`config.mk`:
```
export PLATFORM = sky130hd
export DESIGN_NAME = mask_or_reduce_pipe
export DESIGN_NICKNAME = d
export VERILOG_FILES = /design/src/rtl/mask_or_reduce_pipe.sv
export SDC_FILE = /design/constraint.sdc
export NUM_CORES = 1
export LEC_CHECK = 0
export CAP_MARGIN = 20
export CORE_UTILIZATION = 44
export CTS_CLUSTER_SIZE = 40
export DETAILED_ROUTE_END_ITERATION = 12
export PLACE_DENSITY = 0.83
export SETUP_SLACK_MARGIN = 0.2
export SLEW_MARGIN = 10
export SYNTH_ARGS = -nofsm -noshare
export SYNTH_HDL_FRONTEND = slang
export SYNTH_SLANG_ARGS = --single-unit
```
`constraint.sdc`:
```
create_clock -name clk -period 3.1 [get_ports clk]
set_input_delay 0.31 -clock clk [delete_from_list [all_inputs] [get_ports clk]]
set_output_delay 0.31 -clock clk [all_outputs]
set_load 0.1 [all_outputs]
```
`src/rtl/mask_or_reduce_pipe.sv`:
```
// Two-stage valid/ready pipeline computing |((x|y)&z) per channel, with a saturating hit counter.
// Optional sticky per-channel hit flags are enabled by defining MASK_OR_REDUCE_STICKY_EN.
module mask_or_reduce_pipe #(
    parameter int WIDTH    = 4,
    parameter int CHANNELS = 2,
    parameter int CNT_W    = 8
) (
    input  logic                      clk,
    input  logic                      rst,
    input  logic                      in_valid,
    output logic                      in_ready,
    input  logic [CHANNELS*WIDTH-1:0] in_x,
    input  logic [CHANNELS*WIDTH-1:0] in_y,
    input  logic [CHANNELS*WIDTH-1:0] in_z,
    output logic                      out_valid,
    input  logic                      out_ready,
    output logic [CHANNELS-1:0]       out_hit,
    output logic                      out_any,
    input  logic                      count_clr,
`ifdef MASK_OR_REDUCE_STICKY_EN
    input  logic                      sticky_clr,
    output logic [CHANNELS-1:0]       sticky_hit,
`endif
    output logic [CNT_W-1:0]          hit_count
);

    localparam logic [CNT_W-1:0] CNT_MAX = {CNT_W{1'b1}};

    logic                      s1_valid_q, s1_valid_d;
    logic [CHANNELS*WIDTH-1:0] s1_m_q, s1_m_d;
    logic                      s2_valid_q, s2_valid_d;
    logic [CHANNELS-1:0]       hit_q, hit_d;
    logic                      any_q, any_d;
    logic [CNT_W-1:0]          cnt_q, cnt_d;
    logic [CHANNELS-1:0]       s1_red_s;
    logic                      s2_adv_s, s1_adv_s, out_xfer_s;

    assign s2_adv_s   = !s2_valid_q || out_ready;
    assign s1_adv_s   = !s1_valid_q || s2_adv_s;
    assign out_xfer_s = s2_valid_q && out_ready;
    assign in_ready   = s1_adv_s;
    assign out_valid  = s2_valid_q;
    assign out_hit    = hit_q;
    assign out_any    = any_q;
    assign hit_count  = cnt_q;

    // Per-channel OR-reduction of the stage-1 masked operands.
    always_comb begin
        s1_red_s = {CHANNELS{1'b0}};
        for (int k = 0; k < CHANNELS; k++) begin
            s1_red_s[k] = |s1_m_q[k*WIDTH +: WIDTH];
        end
    end

    // Next-state for both pipeline stages; data only loads alongside a valid beat.
    always_comb begin
        if (s1_adv_s) begin
            s1_valid_d = in_valid;
        end else begin
            s1_valid_d = s1_valid_q;
        end
        if (s1_adv_s && in_valid) begin
            s1_m_d = (in_x | in_y) & in_z;
        end else begin
            s1_m_d = s1_m_q;
        end
        if (s2_adv_s) begin
            s2_valid_d = s1_valid_q;
        end else begin
            s2_valid_d = s2_valid_q;
        end
        if (s2_adv_s && s1_valid_q) begin
            hit_d = s1_red_s;
            any_d = |s1_red_s;
        end else begin
            hit_d = hit_q;
            any_d = any_q;
        end
    end

    // Saturating hit-transaction counter; clear beats a simultaneous increment.
    always_comb begin
        if (count_clr) begin
            cnt_d = {CNT_W{1'b0}};
        end else if (out_xfer_s && any_q && (cnt_q != CNT_MAX)) begin
            cnt_d = cnt_q + CNT_W'(1);
        end else begin
            cnt_d = cnt_q;
        end
    end

    // Pipeline and counter state.
    always_ff @(posedge clk or posedge rst) begin
        if (rst) begin
            s1_valid_q <= 1'b0;
            s1_m_q     <= {(CHANNELS*WIDTH){1'b0}};
            s2_valid_q <= 1'b0;
            hit_q      <= {CHANNELS{1'b0}};
            any_q      <= 1'b0;
            cnt_q      <= {CNT_W{1'b0}};
        end else begin
            s1_valid_q <= s1_valid_d;
            s1_m_q     <= s1_m_d;
            s2_valid_q <= s2_valid_d;
            hit_q      <= hit_d;
            any_q      <= any_d;
            cnt_q      <= cnt_d;
        end
    end

`ifdef MASK_OR_REDUCE_STICKY_EN
    logic [CHANNELS-1:0] sticky_q, sticky_d;

    assign sticky_hit = sticky_q;

    // Sticky flags: a transferred hit wins over a same-cycle clear.
    always_comb begin
        if (sticky_clr) begin
            sticky_d = {CHANNELS{1'b0}};
        end else begin
            sticky_d = sticky_q;
        end
        if (out_xfer_s) begin
            sticky_d = sticky_d | hit_q;
        end else begin
            sticky_d = sticky_d;
        end
    end

    // Sticky flag state.
    always_ff @(posedge clk or posedge rst) begin
        if (rst) begin
            sticky_q <= {CHANNELS{1'b0}};
        end else begin
            sticky_q <= sticky_d;
        end
    end
`endif

endmodule

```
## Word-level counts from Yosys, hierarchy flattened

Cells that the tools add are included.

- Flip-flop bits (word level): 21
- Input port bits: 29
- Output and inout port bits: 13
- Word-level logic and storage cells: 25

- Add/sub/neg operators: 1
- Equality and inequality tests: 1
- Mux-type cells: 2
- Bitwise operators: 2
- Reductions and logical operators: 13

Operators by type and width:

| cell | number |
|---|---|
| $mux 8 | 2 |
| $add 8x1->8 const B | 1 |
| $and 8x8->8 | 1 |
| $ne 8x8->1 const B | 1 |
| $or 8x8->8 | 1 |
| $reduce_or 4->1 | 2 |
| $reduce_or 8->1 | 1 |
| $logic_and 1x1->1 | 5 |
| $logic_not 1->1 | 2 |
| $logic_or 1x1->1 | 2 |
| $reduce_bool 2->1 | 1 |

## Depth between registers and ports, before layout

- Depth after elaboration: 5
- Depth in mapped cells: 5
- Mapped depth without buffers: 5

## Worst setup path before layout

No wires, ideal clock.

- Path kind: flip-flop to flip-flop
- From: register s2_valid_q (netlist: out_valid)
- To: register s1_m_q[2]
- Setup time: 136 ps
- Arrival: 2823 ps
- Required time: 2964 ps
- Slack: 141 ps
- Stages on the path, launching flop included: 5
- Path buffers: 1
- Period minus slack after synthesis: 2959 ps
- Cell sequence: dfrtp_1 nand3b_1 nand2_1 clkbuf_1 o21ai_0

- Word-level cells in the longest chain between the ends: 4

RTL lines:

| what | RTL line | source |
|---|---|---|
| start: declaration | 31 | `logic s2_valid_q, s2_valid_d;` |
| start signal: assignment | 104 | `s2_valid_q <= s2_valid_d;` |
| $logic_not 1->1 | 38 | `assign s2_adv_s = !s2_valid_q \|\| out_ready;` |
| $logic_or 1x1->1 | 38 |  |
| $logic_or 1x1->1 | 39 | `assign s1_adv_s = !s1_valid_q \|\| s2_adv_s;` |
| named net in_ready | 11 | `output logic in_ready,` |
| $logic_and 1x1->1 | 62 | `if (s1_adv_s && in_valid) begin` |
| end signal: assignment | 96 | `s1_m_q <= {(CHANNELS*WIDTH){1'b0}};` |
| end signal: assignment | 103 | `s1_m_q <= s1_m_d;` |
| end: declaration | 30 | `logic [CHANNELS*WIDTH-1:0] s1_m_q, s1_m_d;` |

The timed path passes the listed nets, and every way through them passes these cells.
A chain may end at the register's enable or synchronous reset.

## Worst setup path after layout

- From: register cnt_q[3] (netlist: hit_count[3])
- To: output hit_count[3]

RTL lines:

| what | RTL line | source |
|---|---|---|
| start: declaration | 34 | `logic [CNT_W-1:0] cnt_q, cnt_d;` |
| start signal: assignment | 100 | `cnt_q <= {CNT_W{1'b0}};` |
| start signal: assignment | 107 | `cnt_q <= cnt_d;` |
| end: declaration | 24 | `output logic [CNT_W-1:0] hit_count` |

No word-level cell between the ends.

==> metrics.md <==
| Metric | Value |
|---|---|
| Vias in the first global route | 836 |
| CTS buffer count | 3 |
| Std-Cell Rows | 16 |
| Crit. End Element | output port |
| Clk sinks | 21 |
| Via-to-Cell Ratio | 5.10 |
| Main combinational cell family by area after synthesis | simple AND/OR/NAND/NOR gates |
| Port Buffers | 41 |
| VDD IR-drop max | 0.378 mV |
| Slew margin rel. | 0.343 |
| Async set or reset register ratio after synthesis | 1.00 |
| # setup viols final | 0 |
| Simple-gate share of the synthesized area | 0.233 |
| Adder-Cell Fraction of Synth Area | 0.0130 |
| Post-Syn Area per Cell | 9.65 µm² |
| Post-synth design cell area | 965 µm² |
| Total GRT Usage | 0.192 |
| Sequential area share after synthesis | 0.545 |
| Yosys warns | 0 |
| CP Data Arrival Time | 1.92 ns |
| Final hold violation count | 0 |
| Fmax | 449 MHz |
| Max_cap viols | 0 |
| Max-slew violations | 0 |
| Drt drc | 0 |
| Avg WL per Cell | 11.6 µm |
| Unrepaired setup endpoints after global routing | false |
| Synth top area cells | dfrtp_1 54%, o21ai_0 9.3%, nand2_1 4.7%, nor2_1 3.5%, a21oi_1 2.6% |
| CTS tree | yes |
| Gr ovfl total | 0 |
| Post_cts resized | 0 |
| Post-Synthesis Cells | 100 |
| Most common cell in the synthesized netlist | dfrtp_1 |
| Ant diodes | 0 |
| Final #Nets | 173 |
| Crit path required time | 2.79 ns |
| Final wirelength | 1.95 mm |
| Setup Buffers After CTS | 0 |
| Die Height | 48.8 µm |
| Worst reg2reg path startpoint | hit_count[0] |
| Iter 0 DRT Violations | 12 |
| DR vias | 862 |
| Initial antenna violation count | 0 |
| Core area | 2000 µm² |
| WP buf/inv | 1 |
| Sum of negative setup slack | 0 ns |
| Area grow syn2layout | 47.0% |
| Crit-path max cell delay | 1.16 ns |
| Mux cell area share after synthesis | 0.0208 |
| Dpl hpwl | 1.57 mm |
| H-tree Lvls | 1 |
| Leakage | 0.575 nW |
| Pwr Density | 461 nW/µm² |
| Synth top cells by count | 21 x dfrtp_1, 18 x o21ai_0, 12 x nand2_1 |
| Largest net degree at the start of global routing | 22 |
| Crit share post-route | 0.719 |
| Die area | 2380 µm² |
| Crit path max fanout | 7 |
| Yosys reg bits | 21 |
| Bufs on Longest Clock Path | 2 |
| Run status | complete, no violations |
| Critical Path Slowest Stage Cell | clkdlybuf4s50_1 |
| Synth Area in Compound Gates | 0.150 |
| Post-synth top area cell | dfrtp_1 |
| Final ANT Viol Nets | 0 |
| Xor/xnor share of the synthesized area | 0.0182 |
| Number of hold buffers added after cts | 0 |
| Share of cells above drive strength 1 | 0.0634 |
| Crit Path Category | reg2out |
| Worst setup path startpoint | hit_count[3] |
| I/O Pins | 42 |
| RePlAce Congestion | 0.787 |
| Initial Utilization | 0.482 |
| Pre-Repair DR Iteration Count | 2 |
| Syn Nets | 130 |
| Chip width | 48.8 µm |
| Clk_lat worst skew | 0.30 ns |
| First-pass GRT wire length | 3.47 mm |
| Startpoint types | register |
| Hold_ws | 0.431 ns |
| Post-synthesis cell type count | 28 |
| FILL cells | 158 |
| CP delay by family, top | buffers and inverters |
| Minimum clock period | 2.23 ns |
| Hold WC Path Type | in2async |
| Post-synth top area share | 0.545 |
| Skew final | 0.00420 ns |
| Clock edge transition at the registers on the reported setup and hold paths | 0.11 ns |
| Worst path cell trace | clkdlybuf4s50_1 |
| Prevailing post-synth register cell | dfrtp_1 |
| Worst Max-Slew Pin Slew | 0.983 ns |
| EDFF count, synth | 0 |
| Clock root buffer | clkbuf_4 |
[final cells by class]
| cell class | instances | area [µm²] | share of cell area |
|---|---|---|---|
| Inverter | 2 | 7.51 | 0.00530 |
| Clock buffer | 4 | 26.3 | 0.0185 |
| Tap cell | 27 | 33.8 | 0.0238 |
| Multi-Input combinational cell | 74 | 420 | 0.297 |
| Timing Repair Buffer | 41 | 403 | 0.284 |
| Sequential cell | 21 | 527 | 0.372 |
[power breakdown]
group	leakage, nW	internal, mW	total (mW)	switching, mW
Combinational	0.298	0.0706	0.206	0.135
Clock	0.0150	0.0501	0.128	0.0776
Sequential	0.262	0.300	0.320	0.0205
Total	0.575	0.421	0.654	0.234
[sequential cells by signal, indices dropped and copies added, names as in the netlist]
register and flops:
out_hit 2, s1_m_q 8, out_any 1, out_valid 1, s1_valid_q 1, hit_count 8
[cells by family (layout without fill, tap and decap cells)]
| logic type | after synthesis | after routing |
|---|---|---|
| and+or+nand+nor | 42 | 42 |
| xor gates and xnor gates | 2 | 2 |
| DFF | 21 | 21 |
| buffers and inverters | 5 | 47 |
| adders and majority gates | 1 | 1 |
| AOI/OAI and AO/OA | 27 | 27 |
| muxes | 2 | 2 |
[routing by layer]
metal / vias to the layer above / GRT usage / wire length, µm
met5: - / 0 / 0
met4: 0 / 0.0882 / 16
met3: 2 / 0.0312 / 79
met2: 33 / 0.363 / 1050
met1: 391 / 0.205 / 803
li1: 436 / - / -
[final timing paths]
kind,depth (start not counted),slack (ns),to
min in group clk,1,0.49,out_valid
max,1,0.87,hit_count[3]
max reg2reg,5,1.48,hit_count[5]
min,2,0.43,out_hit[1]
max in group asynchronous,2,2.16,out_valid
min reg2reg,1,0.49,out_valid
[placed cells by master, fill, tap and decap left out, drive strengths merged]
master	instances
clkbuf	4
nand3	3
nand2b	2
a21oi	5
a31oi	1
nand4	2
o21a	1
o2111ai	1
o31ai	1
nor2	9
or3	1
xor2	2
nand2	12
ha	1
inv	2
o21ai	18
dfrtp	21
nor3	4
nor4	3
mux2i	2
or2b	1
and3	1
nand3b	1
or4	1
clkdlybuf4s50	38
and2	2
buf	3
[through the flow]
step / worst slack (ns) / std cells / util / instance area [µm²] / power, mW
after floorplan: 0.553 / 100 / - / 966 / 0.461
after global placement: 1.24 / 165 / 0.695 / 1390 / 0.529
after detailed placement: 1.21 / 165 / 0.695 / 1390 / 0.533
after CTS: 0.863 / 169 / 0.708 / 1420 / 0.663
after global routing: 0.794 / 169 / 0.708 / 1420 / 0.687
final: 0.871 / 169 / 0.708 / 1420 / 0.654
Power figures use the tool's default switching activity.
